`config.mk`:
```
export PLATFORM = sky130hd
export DESIGN_NAME = pipeline_hazard_controller
export DESIGN_NICKNAME = d
export VERILOG_FILES = /design/src/rtl/pipeline_pkg.sv /design/src/rtl/load_use_detector.sv /design/src/rtl/pipeline_hazard_controller.sv
export SDC_FILE = /design/constraint.sdc
export NUM_CORES = 1
export LEC_CHECK = 0
export ABC_AREA = 1
export ABC_CLOCK_PERIOD_IN_PS = 2350
export BUFFER_PORTS_ARGS = -buffer_cell sky130_fd_sc_hd__buf_2
export CAP_MARGIN = 20
export CORE_UTILIZATION = 37
export CTS_CLUSTER_DIAMETER = 60
export DETAILED_ROUTE_END_ITERATION = 10
export PLACE_DENSITY = 0.7
export SYNTH_ARGS = -nofsm -noshare
export SYNTH_HDL_FRONTEND = slang
export SYNTH_SLANG_ARGS = --single-unit
```
`constraint.sdc`:
```
create_clock -name clk -period 2.35 [get_ports clk]
set_clock_uncertainty 0.05 [all_clocks]
set_input_delay 0.1175 -clock clk [delete_from_list [all_inputs] [get_ports clk]]
set_output_delay 0.1175 -clock clk [all_outputs]
set_load 0.02 [all_outputs]
```
`src/rtl/pipeline_pkg.sv`:
```
// Shared types for the pipeline hazard controller: sequencer states,
// interrupt push-select encodings and the default register-number width.
package pipeline_pkg;

    localparam int unsigned REG_NUM_W_DEF = 4;

    typedef enum logic [2:0] {
        RUN,
        MEM_WORD2,
        INT_DRAIN,
        PUSH_HI,
        PUSH_LO,
        PUSH_CCR,
        VECTOR
    } state_t;

    localparam logic [1:0] SEQ_NORMAL = 2'd0;
    localparam logic [1:0] SEQ_PC_HI  = 2'd1;
    localparam logic [1:0] SEQ_PC_LO  = 2'd2;
    localparam logic [1:0] SEQ_CCR    = 2'd3;

endpackage

```
`src/rtl/load_use_detector.sv`:
```
// Combinational load-use compare: a load in EX whose destination is read
// by the instruction currently in ID.
module load_use_detector
    import pipeline_pkg::*;
#(
    parameter int unsigned REG_NUM_W = REG_NUM_W_DEF
) (
    input  logic                 mem_read,
    input  logic [REG_NUM_W-1:0] ex_rd,
    input  logic [REG_NUM_W-1:0] rs,
    input  logic [REG_NUM_W-1:0] rt,
    input  logic                 rs_used,
    input  logic                 rt_used,
    output logic                 hazard
);

    always_comb begin
        hazard = mem_read && ((rs_used && (rs == ex_rd)) || (rt_used && (rt == ex_rd)));
    end

endmodule

```
`src/rtl/pipeline_hazard_controller.sv`:
```
// Per-stage enable/flush sequencer: load-use stalls, branch flushes, two-word
// MEM freezes and interrupt entry. Optional PERF_COUNTERS_EN adds stall/flush counters.
module pipeline_hazard_controller
    import pipeline_pkg::*;
#(
    parameter int unsigned REG_NUM_W    = REG_NUM_W_DEF,
    parameter int unsigned DRAIN_CYCLES = 3,
    parameter int unsigned CNT_W        = 16
) (
    input  logic                 clk,
    input  logic                 reset,
    input  logic                 id_ex_mem_read,
    input  logic [REG_NUM_W-1:0] id_ex_rd,
    input  logic [REG_NUM_W-1:0] if_id_rs,
    input  logic [REG_NUM_W-1:0] if_id_rt,
    input  logic                 if_id_rs_used,
    input  logic                 if_id_rt_used,
    input  logic                 ex_branch_taken,
    input  logic                 ex_mem_two_word,
    input  logic                 interrupt_req,
    output logic                 pc_en,
    output logic                 if_id_en,
    output logic                 if_id_flush,
    output logic                 id_ex_en,
    output logic                 id_ex_flush,
    output logic                 ex_mem_en,
    output logic                 mem_wb_flush,
    output logic [1:0]           int_seq_sel,
    output logic                 pc_vector_sel,
    output logic                 int_ack
`ifdef PERF_COUNTERS_EN
    ,
    output logic [CNT_W-1:0]     stall_cycles,
    output logic [CNT_W-1:0]     flush_events
`endif
);

    localparam int unsigned DCNT_W = (DRAIN_CYCLES > 1) ? $clog2(DRAIN_CYCLES) : 1;
    localparam logic [DCNT_W-1:0] DRAIN_LAST = DCNT_W'(DRAIN_CYCLES - 1);

    state_t            state, state_next;
    logic              int_pending, int_pending_next;
    logic [DCNT_W-1:0] drain_cnt, drain_cnt_next;
    logic              load_use;

    load_use_detector #(
        .REG_NUM_W (REG_NUM_W)
    ) u_load_use (
        .mem_read (id_ex_mem_read),
        .ex_rd    (id_ex_rd),
        .rs       (if_id_rs),
        .rt       (if_id_rt),
        .rs_used  (if_id_rs_used),
        .rt_used  (if_id_rt_used),
        .hazard   (load_use)
    );

    always_ff @(posedge clk) begin
        if (!reset) begin
            state       <= RUN;
            int_pending <= 1'b0;
            drain_cnt   <= '0;
        end else begin
            state       <= state_next;
            int_pending <= int_pending_next;
            drain_cnt   <= drain_cnt_next;
        end
    end

    // A request in the acknowledge cycle re-arms pending (set wins over clear).
    always_comb begin
        state_next       = state;
        drain_cnt_next   = '0;
        int_pending_next = interrupt_req | (int_pending & ~int_ack);
        case (state)
            RUN: begin
                if (ex_mem_two_word)      state_next = MEM_WORD2;
                else if (ex_branch_taken) state_next = RUN;
                else if (load_use)        state_next = RUN;
                else if (int_pending)     state_next = INT_DRAIN;
            end
            MEM_WORD2: state_next = RUN;
            INT_DRAIN: begin
                if (drain_cnt == DRAIN_LAST) state_next = PUSH_HI;
                else                         drain_cnt_next = drain_cnt + 1'b1;
            end
            PUSH_HI:  state_next = PUSH_LO;
            PUSH_LO:  state_next = PUSH_CCR;
            PUSH_CCR: state_next = VECTOR;
            VECTOR:   state_next = RUN;
            default:  state_next = RUN;
        endcase
    end

    always_comb begin
        pc_en         = 1'b0;
        if_id_en      = 1'b0;
        if_id_flush   = 1'b0;
        id_ex_en      = 1'b0;
        id_ex_flush   = 1'b0;
        ex_mem_en     = 1'b0;
        mem_wb_flush  = 1'b0;
        int_seq_sel   = SEQ_NORMAL;
        pc_vector_sel = 1'b0;
        int_ack       = 1'b0;
        if (reset) begin
            pc_en     = 1'b1;
            if_id_en  = 1'b1;
            id_ex_en  = 1'b1;
            ex_mem_en = 1'b1;
            case (state)
                RUN: begin
                    if (ex_mem_two_word) begin
                        pc_en     = 1'b0;
                        if_id_en  = 1'b0;
                        id_ex_en  = 1'b0;
                        ex_mem_en = 1'b0;
                    end else if (ex_branch_taken) begin
                        if_id_flush = 1'b1;
                        id_ex_flush = 1'b1;
                    end else if (load_use) begin
                        pc_en       = 1'b0;
                        if_id_en    = 1'b0;
                        id_ex_flush = 1'b1;
                    end
                end
                MEM_WORD2: begin
                    pc_en     = 1'b0;
                    if_id_en  = 1'b0;
                    id_ex_en  = 1'b0;
                    ex_mem_en = 1'b0;
                end
                INT_DRAIN: begin
                    pc_en       = 1'b0;
                    if_id_flush = 1'b1;
                end
                PUSH_HI: begin
                    pc_en       = 1'b0;
                    if_id_flush = 1'b1;
                    int_seq_sel = SEQ_PC_HI;
                end
                PUSH_LO: begin
                    pc_en       = 1'b0;
                    if_id_flush = 1'b1;
                    int_seq_sel = SEQ_PC_LO;
                end
                PUSH_CCR: begin
                    pc_en       = 1'b0;
                    if_id_flush = 1'b1;
                    int_seq_sel = SEQ_CCR;
                end
                VECTOR: begin
                    pc_vector_sel = 1'b1;
                    if_id_flush   = 1'b1;
                    int_ack       = 1'b1;
                end
                default: begin
                    pc_en = 1'b0;
                end
            endcase
        end
    end

`ifdef PERF_COUNTERS_EN
    always_ff @(posedge clk) begin
        if (!reset) begin
            stall_cycles <= '0;
            flush_events <= '0;
        end else begin
            if (!pc_en && (stall_cycles != '1))
                stall_cycles <= stall_cycles + 1'b1;
            if ((if_id_flush || id_ex_flush) && (flush_events != '1))
                flush_events <= flush_events + 1'b1;
        end
    end
`endif

endmodule

```
==> results of run 1 <==
worst paths after layout:
path,startpoint,to,slack (ns)
max,state[2]$_SDFFE_PN0P_,if_id_en,0.72
min,interrupt_req,int_pending$_SDFF_PN0_,0.04
max reg2reg,state[1]$_SDFFE_PN0P_,state[0]$_SDFFE_PN0P_,1.13
min reg2reg,drain_cnt[0]$_SDFF_PP0_,drain_cnt[0]$_SDFF_PP0_,0.36
cell usage in the layout (no fill, tap or decap), drive strengths merged:
cell	synthesis	layout
nand2	25	25
conb	1	1
a31oi	1	1
dfxtp	6	6
nor2	24	24
nand4	1	1
xnor2	2	2
inv	18	18
o31ai	1	1
clkbuf	0	3
buf	4	29
o22ai	1	1
clkinv	1	1
a21oi	4	4
nor4	1	1
nand3	6	6
ha	1	1
nor3	2	2
synthesized netlist by cell type, drive strengths merged (2+ instances only):
| cell | count |
|---|---|
| nand3 | 6 |
| nand2 | 25 |
| inv | 18 |
| a21oi | 4 |
| buf | 4 |
| nor3 | 2 |
| nor2 | 24 |
| dfxtp | 6 |
| xnor2 | 2 |
power by group through the flow:
stage / sequential (mW) / combinational, mW / clock, mW
finish: 0.119 / 0.127 / 0.0886
global route: 0.120 / 0.144 / 0.100
CTS: 0.119 / 0.128 / 0.0959
detailed placement: 0.121 / 0.127 / 0
global placement: 0.120 / 0.126 / 0
floorplan: 0.118 / 0.0948 / 0
cell families after synthesis:
| group | after synthesis |
|---|---|
| flops | 6 |
| fa+ha+maj | 1 |
| compound gates | 7 |
| buf+inv | 23 |
| xor+xnor | 2 |
| simple gates | 59 |
| other cells | 1 |
registers in the layout, indices dropped and copies added (netlist names):
name	count
int_pending	1
state	3
drain_cnt	2
metrics by stage:
step | setup WS (ns) | cell area, um2 | hold WS [ns] | std cells | total power [mW]
after global routing | 0.582 | 726 | 0.0430 | 142 | 0.364
final | 0.724 | 726 | 0.0446 | 142 | 0.334
after detailed placement | 0.969 | 703 | 0.290 | 139 | 0.248
after global placement | 1.02 | 703 | 0.281 | 139 | 0.247
after floorplan | 0.934 | 582 | 0.185 | 99 | 0.213
after CTS | 0.707 | 726 | 0.0390 | 142 | 0.342
worst max-delay path, delay by kind of cell (launching register included):
family                 cells  cell delay, ns
AOI/OAI and AO/OA          1            0.07
buffers and inverters      2            0.19
and+or+nand+nor            4            0.43
DFF                        1            0.53
per-layer routing:
layer | GRT usage [%] | vias to the layer above | routed length [um]
li1 | - | 358 | -
met4 | 1.94 | 0 | 0
met3 | 4.78 | 0 | 82
met2 | 21.3 | 22 | 509
met5 | 0 | - | 0
met1 | 21.2 | 253 | 558
cell type report:
cell class | count | share of cell area (%)
multi-input cells | 70 | 47.9
repair buffers | 29 | 20.0
flip-flops and latches | 6 | 16.6
inverters | 19 | 9.83
clock buffers | 3 | 3.10
well taps | 15 | 2.59
==> impl_metrics.py, run 1 <==
metrics = {
    "die": {
        "core_region_area_um2": 1380,
        "floorplan.die_area_um2": 1740,
        "dieHeight_um": 41.7,
        "floorplan.initialDensity_pct": 42.1,
        "placementRows": 13,
        "total_i_o_pin_count": 31,
        "die-width_um": 41.7,
    },
    "routing": {
        "number_of_nets_with_antenna_violations_after_detailed_routing": 0,
        "drt_iter0_drc": 11,
        "overall_via_count_from_detail_route": 633,
        "post_detailed_route_drc_marker_count": 0,
        "vias_per_cell": 4.46,
        "postRouteWirelength_um": 1150,
        "wl_per_cell_um": 8.10,
        "drt_pre_antenna_iters": 4,
    },
    "logic_synthesis": {
        "synth-edff-count": 0,
        "xor_xnor_portion_of_the_synthesized_cell_area_pct": 3.01,
        "synth-compound-area-share_pct": 6.88,
        "yosys.area_share.simple_pct": 47.1,
        "mappedNetlistArea_um2": 582,
        "synth_top_family_by_area": "simple AND/OR/NAND/NOR gates",
        "synth_top_cell_area_share_pct": 20.6,
        "ys.flop_type": "dfxtp_1",
        "synthCells": 99,
        "synth_adder_area_share_pct": 2.15,
        "ys_ff_latch": 6,
        "avgSynthCellArea_um2": 5.88,
        "synth_sequential_area_ratio_pct": 20.6,
        "synth_area_leaders": "dfxtp_1 (21%), nand2_1 (15%), nor2_1 (14%)",
        "yosys_warnings": 0,
        "async_reset_ff_share_pct": 0,
        "syn-num-nets": 120,
        "synth_largest_area_cell": "dfxtp_1",
        "yosys-mux-area-fraction_pct": 0,
        "synth.lib_cells_used.distinct": 22,
    },
    "clock_tree": {
        "cts_repair_resize_count": 0,
        "post_cts_hold_buffer_count": 0,
        "postCtsSetupBuffers": 0,
        "cts_inserted_buffers": 3,
        "worstSkewPairLatency_ns": 0.23,
        "clockRootBuffer": "clkbuf_4",
        "htreeDepth": 1,
        "cts_tree": "yes",
        "clock-sinks": 6,
        "max-clock-path-buffers": 2,
        "clkTransAtPathRegs_ns": 0.04,
    },
    "global_routing": {
        "grt_antenna_before_repair": 0,
        "grtUsageTotal_pct": 14.6,
        "grt_pass1_wl_um": 2060,
        "globalRoute.totalOverflow": 0,
        "grt_start_max_net_pins": 10,
        "grt_pass1_vias": 544,
    },
    "pwr": {
        "p_sw_share_pct": 34.7,
        "p_sw_mw": 0.116,
        "internal-power_mw": 0.218,
        "part_of_the_power_in_combinational_logic_pct": 37.9,
        "clock_power_share_pct": 26.5,
        "vdd_ir_drop_max_uv": 334,
        "pwr-share-seq_pct": 35.6,
        "power.density_cell_area_nw_per_um2": 461,
        "p_leak_nw": 0.421,
    },
    "worst_hold_path": {
        "worst_hold_path_type": "in2reg",
        "hold_depth": 3,
    },
    "setup_path": {
        "number_of_cells_traversed_by_the_worst_register_to_register_path": 9,
        "worst_path_max_delay_cell": "dfxtp_1",
        "cp-end-kind": "output pin",
        "critical-path-max-stage-delay_ns": 0.53,
        "timing.critical_path.from_type": "flop",
        "path_common_cell": "nand2_1",
        "worstSetupPathType": "reg2out",
        "worst-endpoint-arrival_ns": 1.46,
        "critical_path_required_ns": 2.18,
        "cp_cell_sequence": "nor3_1 > nand2_1 > o31ai_1 > nor2_1 > nand2_1 > inv_1 > buf_2",
        "crit_fanout": 8,
    },
    "timing": {
        "grt_setup_unrepaired": "no",
        "timing.final.max_slew_violations": 0,
        "finalSetupViolations": 0,
        "period_share_pct": 69.2,
        "report.final.hold_viol_count": 0,
        "tns_ns": 0,
        "fmax_mhz": 615,
        "finalWorstPathRequiredPeriod_ns": 1.63,
    },
    "finish": {
        "number_of_nets_in_the_layout": 150,
        "synth_to_final_area_change_pct": 24.7,
        "multiInputGateArea_um2": 348,
        "layout.core_utilization_pct": 52.5,
        "seqCellArea_um2": 120,
        "antenna-diode-count": 0,
        "layout-drive-gt1-share_pct": 32.3,
        "filler_cell_count": 147,
    },
    "place": {
        "place.port_buffers": 29,
        "gp_congestion": 0.764,
        "hpwlAfterDp_um": 1000,
    },
    "run": {
        "drv.max_cap_violation_count": 0,
    },
    "run_status": {
        "run_status": "finished clean",
    },
}
(Power assumes the default switching activity.)
==> inputs of run 2 (changes only) <==
--- a/config.mk
+++ b/config.mk
@@ -6,7 +6,7 @@
 export NUM_CORES = 1
 export LEC_CHECK = 0
 export ABC_AREA = 1
-export ABC_CLOCK_PERIOD_IN_PS = 2350
+export ABC_CLOCK_PERIOD_IN_PS = 1500
 export BUFFER_PORTS_ARGS = -buffer_cell sky130_fd_sc_hd__buf_2
 export CAP_MARGIN = 20
 export CORE_UTILIZATION = 37
==> constraint.sdc (replaced) <==
create_clock -name clk -period 1.5 [get_ports clk]
set_clock_uncertainty 0.05 [all_clocks]
set_input_delay 0.075 -clock clk [delete_from_list [all_inputs] [get_ports clk]]
set_output_delay 0.075 -clock clk [all_outputs]
set_load 0.02 [all_outputs]
==> run 2 against run 1 <==
Via count increased by 3.3%; critical path depth decreased by 3; die area unchanged; power increased by 64%; first-iteration DRC count increased by 55%; global-route usage increased by 1.2 points; routed wire length increased by 9.7%; combinational power increased by 67%; largest cell class unchanged; count of clock-buffer cells in the layout unchanged.
==> impl_metrics.py, run 2 (synthesis results as in run 1) <==
metrics = {
    "setup_path": {
        "worstSetupPathType": "reg2out",
        "worst-endpoint-arrival_ns": 1.37,
        "path_depth": 4,
        "cp_cell_sequence": "nor4_4 > nand2_1 > o22ai_1 > buf_4",
        "crit_fanout": 4,
        "critPathBufInv": 1,
        "critical_path_required_ns": 1.37,
        "critical_path.reg2reg.startpoint": "state[1]$_SDFFE_PN0P_",
        "timing.critical_path.from_type": "flop",
        "timing.critical_path.to": "pc_en",
        "number_of_cells_traversed_by_the_worst_register_to_register_path": 9,
        "cp-end-kind": "output pin",
        "regToRegEndpoint": "state[0]$_SDFFE_PN0P_",
        "crit_path_start": "state[0]$_SDFFE_PN0P_",
        "critical-path-max-stage-delay_ns": 0.35,
        "reg2reg_setup_slack_ns": 0.31,
        "worst_path_max_delay_cell": "dfxtp_2",
        "critical_path.top_delay_family": "simple AND/OR/NAND/NOR gates",
    },
    "finish": {
        "final_cell_area_um2": 769,
        "synth_to_final_area_change_pct": 32.3,
        "largest_register_ff_count": 3,
        "filler_cell_count": 148,
        "layout_cells_excl_fill": 143,
        "layout-drive-gt1-share_pct": 37.5,
        "mostFrequentLayoutCell": "buf_2",
        "largest-register": "state",
        "number_of_nets_in_the_layout": 151,
        "antenna-diode-count": 0,
        "registers_with_the_highest_flip_flop_counts": "state: 3 flops, drain_cnt: 2 flops, int_pending: 1 flops",
        "final_cell_mix": "buf_2 (26), nand2_1 (23), nor2_1 (20), inv_1 (15), nand3_1 (6)",
    },
    "worst_hold_path": {
        "worst_hold_path_type": "in2reg",
        "hold_path_startpoint": "reset",
    },
    "timing": {
        "period_share_pct": 99.5,
        "tns_ns": 0,
        "timing.final.max_slew_violations": 0,
        "fmax_mhz": 670,
        "hold_slack_ns": 0.0411,
        "finalWorstPathRequiredPeriod_ns": 1.49,
        "report.final.hold_viol_count": 0,
        "grt_setup_unrepaired": "yes",
        "finalSetupViolations": 0,
    },
    "place": {
        "hpwlAfterDp_um": 1000,
        "placed_cell_area_um2": 703,
        "place.port_buffers": 29,
        "gp_congestion": 0.764,
        "numPlacedInstances": 139,
    },
    "clock_tree": {
        "clkTransAtPathRegs_ns": 0.05,
        "clockRootBuffer": "clkbuf_4",
        "cts_tree": "yes",
        "clock-sinks": 6,
        "htreeDepth": 1,
        "cts_inserted_buffers": 3,
        "worstSkewPairLatency_ns": 0.24,
        "postCtsSetupBuffers": 0,
        "max-clock-path-buffers": 2,
    },
    "die": {
        "dieHeight_um": 41.7,
        "total_i_o_pin_count": 31,
        "core_region_area_um2": 1380,
        "floorplan.initialDensity_pct": 42.1,
        "die-width_um": 41.7,
        "floorplan.die_area_um2": 1740,
        "placementRows": 13,
    },
    "pwr": {
        "p_sw_share_pct": 36.0,
        "vdd_ir_drop_max_uv": 421,
        "pwr-share-seq_pct": 34.5,
        "part_of_the_power_in_combinational_logic_pct": 38.5,
        "clock_power_share_pct": 27.0,
        "totalPowerFinal_mw": 0.549,
        "internal-power_mw": 0.351,
        "p_leak_nw": 0.429,
        "power.density_cell_area_nw_per_um2": 714,
        "p_sw_mw": 0.198,
    },
    "routing": {
        "drt_iter0_drc": 17,
        "overall_via_count_from_detail_route": 654,
        "post_detailed_route_drc_marker_count": 0,
        "number_of_nets_with_antenna_violations_after_detailed_routing": 0,
        "vias_per_cell": 4.57,
        "postRouteWirelength_um": 1260,
        "drt_pre_antenna_iters": 4,
        "wl_per_cell_um": 8.82,
    },
    "global_routing": {
        "grt_pass1_vias": 564,
        "grt_pass1_wl_um": 2150,
        "globalRoute.totalOverflow": 0,
        "grtUsageTotal_pct": 15.7,
        "grt_antenna_before_repair": 0,
        "grt_start_max_net_pins": 10,
    },
    "run": {
        "drv.max_cap_violation_count": 0,
    },
    "run_status": {
        "run_status": "finished clean",
    },
}
run 2: cell types whose count changed in the layout (fill, tap and decap cells not counted):
cell,delta
dlygate4sd3_1,+1
buf_6,+1
buf_4,+2
dfxtp_4,+1
a21oi_2,+1
dfxtp_1,-3
nor2_2,+1
nor2_1,-1
dfxtp_2,+2
nor3_1,-2
buf_2,-3
a21oi_1,-1
nor3_2,+2
run 2: power groups by stage:
stage / clock [mW] / sequential, mW / combinational [mW]
final: 0.148 / 0.189 / 0.212
after global routing: 0.169 / 0.190 / 0.239
after CTS: 0.157 / 0.188 / 0.202
after detailed placement: 0 / 0.189 / 0.199
after global placement: 0 / 0.188 / 0.198
after floorplan: 0 / 0.185 / 0.148
run 2: worst register-to-register path: cells and delay by family (launching register included):
kind	cells	cell delay, ns
DFF	1	0.39
buffers and inverters	4	0.24
and+or+nand+nor	5	0.39
run 2: layer usage:
metal	track usage, %	wire, um	part of all wire [%]	vias to the layer above
met5	0	0	0	-
met4	9.68	21	1.7	0
met3	3.91	99	7.9	2
met2	22.2	572	45	24
met1	21.2	567	45	269
li1	-	-	-	359
run 2: worst min path at each step:
stage	end	slack, ns	cells past startpoint
after floorplan	int_pending$_SDFF_PN0_	0.14	2
after global placement	int_pending$_SDFF_PN0_	0.24	3
after detailed placement	int_pending$_SDFF_PN0_	0.24	3
after CTS	state[1]$_SDFFE_PN0P_	0.03	3
after global routing	state[1]$_SDFFE_PN0P_	0.04	3
final	state[1]$_SDFFE_PN0P_	0.04	3
run 2: area by class of cell:
| cell class | count | area [um2] | area share, % |
|---|---|---|---|
| multi-input cells | 70 | 364 | 47.3 |
| repair buffers | 30 | 166 | 21.6 |
| flip-flops and latches | 6 | 126 | 16.4 |
| inverters | 19 | 71.3 | 9.27 |
| well taps | 15 | 18.8 | 2.44 |
| clock buffers | 3 | 22.5 | 2.93 |
run 2: timing repair:
item,CTS,global route
hold buffers,1,0
setup endpoints to repair,7,7
endpoints found under the hold margin,1,0
pin swaps,1,3
gates resized for setup,3,9
run 2: per-stage QoR:
step	utilization, %	worst slack, ns
5_1_grt	55.7	-0.0831
4_1_cts	53.5	0.0115
2_1_floorplan	-	0.126
3_3_place_gp	50.9	0.212
6_report	55.7	0.00816
3_5_place_dp	50.9	0.152
==> inputs of run 3 (changes only) <==
--- a/config.mk
+++ b/config.mk
@@ -6,7 +6,7 @@
 export NUM_CORES = 1
 export LEC_CHECK = 0
 export ABC_AREA = 1
-export ABC_CLOCK_PERIOD_IN_PS = 1500
+export ABC_CLOCK_PERIOD_IN_PS = 1550
 export BUFFER_PORTS_ARGS = -buffer_cell sky130_fd_sc_hd__buf_2
 export CAP_MARGIN = 20
 export CORE_UTILIZATION = 37
==> constraint.sdc (replaced) <==
create_clock -name clk -period 1.55 [get_ports clk]
set_clock_uncertainty 0.05 [all_clocks]
set_input_delay 0.0775 -clock clk [delete_from_list [all_inputs] [get_ports clk]]
set_output_delay 0.0775 -clock clk [all_outputs]
set_load 0.02 [all_outputs]
==> run 3 against run 2 <==
Routed wire length shrank 1.0%; count of clock-buffer cells in the layout is the same; via count shrank 1.7%; global-route usage is the same; die area is the same; largest power group unchanged; non-clock buffer count is the same.
==> impl_metrics.py, run 3 (synthesis results as in run 1) <==
metrics = {
    "run_status": {
        "run_status": "finished clean",
    },
    "place": {
        "gp_congestion": 0.764,
        "place.port_buffers": 29,
        "hpwlAfterDp_um": 1000,
        "pre_cts_ws_ns": 0.199,
        "numPlacedInstances": 139,
    },
    "routing": {
        "postRouteWirelength_um": 1250,
        "number_of_nets_with_antenna_violations_after_detailed_routing": 0,
        "vias_per_cell": 4.50,
        "drt_iter0_drc": 12,
        "drt_pre_antenna_iters": 4,
        "post_detailed_route_drc_marker_count": 0,
        "overall_via_count_from_detail_route": 643,
        "wl_per_cell_um": 8.73,
    },
    "timing": {
        "grt_setup_unrepaired": "yes",
        "report.final.hold_viol_count": 0,
        "finalWorstPathRequiredPeriod_ns": 1.47,
        "timing.final.max_slew_violations": 0,
        "hold_slack_ns": 0.0441,
        "fmax_mhz": 681,
        "finalSetupViolations": 0,
        "final.setup.worst_slack_ns": 0.0817,
        "period_share_pct": 94.7,
    },
    "clock_tree": {
        "max-clock-path-buffers": 2,
        "postCtsSetupBuffers": 0,
        "clock-sinks": 6,
        "clockRootBuffer": "clkbuf_4",
        "clkTransAtPathRegs_ns": 0.05,
        "worstSkewPairLatency_ns": 0.24,
        "cts_tree": "yes",
        "cts_inserted_buffers": 3,
        "htreeDepth": 1,
    },
    "setup_path": {
        "cp_cell_sequence": "nor4_4 > a21oi_1 > a31oi_1 > buf_4",
        "number_of_cells_traversed_by_the_worst_register_to_register_path": 9,
        "crit_path_start": "state[0]$_SDFFE_PN0P_",
        "timing.critical_path.from_type": "flop",
        "cp-end-kind": "output pin",
        "worst-endpoint-arrival_ns": 1.34,
        "reg2reg_setup_slack_ns": 0.37,
        "critical-path-max-stage-delay_ns": 0.35,
        "regToRegEndpoint": "state[0]$_SDFFE_PN0P_",
        "crit_fanout": 4,
        "worst_path_max_delay_cell": "dfxtp_2",
        "critical_path.reg2reg.startpoint": "state[1]$_SDFFE_PN0P_",
        "critical_path_required_ns": 1.42,
        "worstSetupPathType": "reg2out",
    },
    "finish": {
        "layout.core_utilization_pct": 55.2,
        "mostFrequentLayoutCell": "buf_2",
        "largest-register": "state",
        "layout_cells_excl_fill": 143,
        "registers_with_the_highest_flip_flop_counts": "state: 3 flops, drain_cnt: 2 flops, int_pending: 1 flops",
        "layout-drive-gt1-share_pct": 36.7,
        "filler_cell_count": 147,
        "largest_register_ff_count": 3,
        "final_cell_mix": "buf_2 (26), nand2_1 (23), nor2_1 (21), inv_1 (15), nand3_1 (6)",
        "synth_to_final_area_change_pct": 31.2,
        "number_of_nets_in_the_layout": 151,
        "antenna-diode-count": 0,
    },
    "global_routing": {
        "grt_start_max_net_pins": 10,
        "grt_antenna_before_repair": 0,
        "grt_pass1_vias": 564,
        "globalRoute.totalOverflow": 0,
        "grt_pass1_wl_um": 2150,
        "grtUsageTotal_pct": 15.7,
    },
    "die": {
        "core_region_area_um2": 1380,
        "total_i_o_pin_count": 31,
        "die-width_um": 41.7,
        "floorplan.die_area_um2": 1740,
        "placementRows": 13,
        "floorplan.initialDensity_pct": 42.1,
        "dieHeight_um": 41.7,
    },
    "worst_hold_path": {
        "hold_path_startpoint": "reset",
        "hold_depth": 3,
        "worst_hold_path_type": "in2reg",
        "whs_endpoint": "state[1]$_SDFFE_PN0P_",
    },
    "pwr": {
        "vdd_ir_drop_max_uv": 407,
        "totalPowerFinal_mw": 0.529,
        "power.density_cell_area_nw_per_um2": 694,
        "p_leak_nw": 0.428,
    },
    "run": {
        "drv.max_cap_violation_count": 0,
    },
}
run 3: cell counts in the layout (fill, tap and decap cells not counted):
No cell type changed its count.
run 3: metal layers:
metal  GRT usage [%]  vias up  share of wire [%]
li1                -      358                  -
met1            21.2      263                 48
met2            22.2       20                 44
met3            3.91        2                6.3
met4            9.68        0                1.7
met5               0        -                  0
run 3: worst max path at each step:
stage,endpoint,depth (start not counted)
finish,if_id_flush,4
global placement,if_id_flush,5
floorplan,if_id_en,7
CTS,if_id_flush,5
global route,if_id_flush,4
detailed placement,if_id_en,7
run 3: worst max-delay path: cells and delay by family, from the launching register on:
kind                   cells  cell delay, ns
AO/OA/AOI/OAI              2            0.26
buffers and inverters      1            0.16
flip-flops                 1            0.35
AND/OR/NAND/NOR            1            0.33
run 3: timing repair:
item                       in CTS  in global routing
setup endpoints to repair       2                  7
resized for setup               1                  9
pin swaps                       0                  3
hold endpoints to repair        1                  0
hold buffers                    1                  0
gates cloned                    0                  0
run 3: where the power goes:
| part | leakage, nW | internal [mW] | switching (mW) |
|---|---|---|---|
| combinational | 0.364 | 0.0857 | 0.117 |
| clock | 0.0138 | 0.0876 | 0.0561 |
| sequential | 0.0506 | 0.166 | 0.0173 |
run 3: area by class of cell:
| cell class | count | area (um2) | area share (%) |
|---|---|---|---|
| Multi-Input combinational cell | 70 | 362 | 47.4 |
| Timing Repair Buffer | 30 | 163 | 21.3 |
| Sequential cell | 6 | 126 | 16.6 |
| Inverter | 19 | 71.3 | 9.34 |
| Clock buffer | 3 | 22.5 | 2.95 |
| Tap cell | 15 | 18.8 | 2.46 |
run 3: per-stage QoR:
step | area (um2) | TNS [ns]
floorplan | 582 | 0
global placement | 703 | 0
detailed placement | 703 | 0
CTS | 737 | 0
global route | 763 | -0.0256
finish | 763 | 0
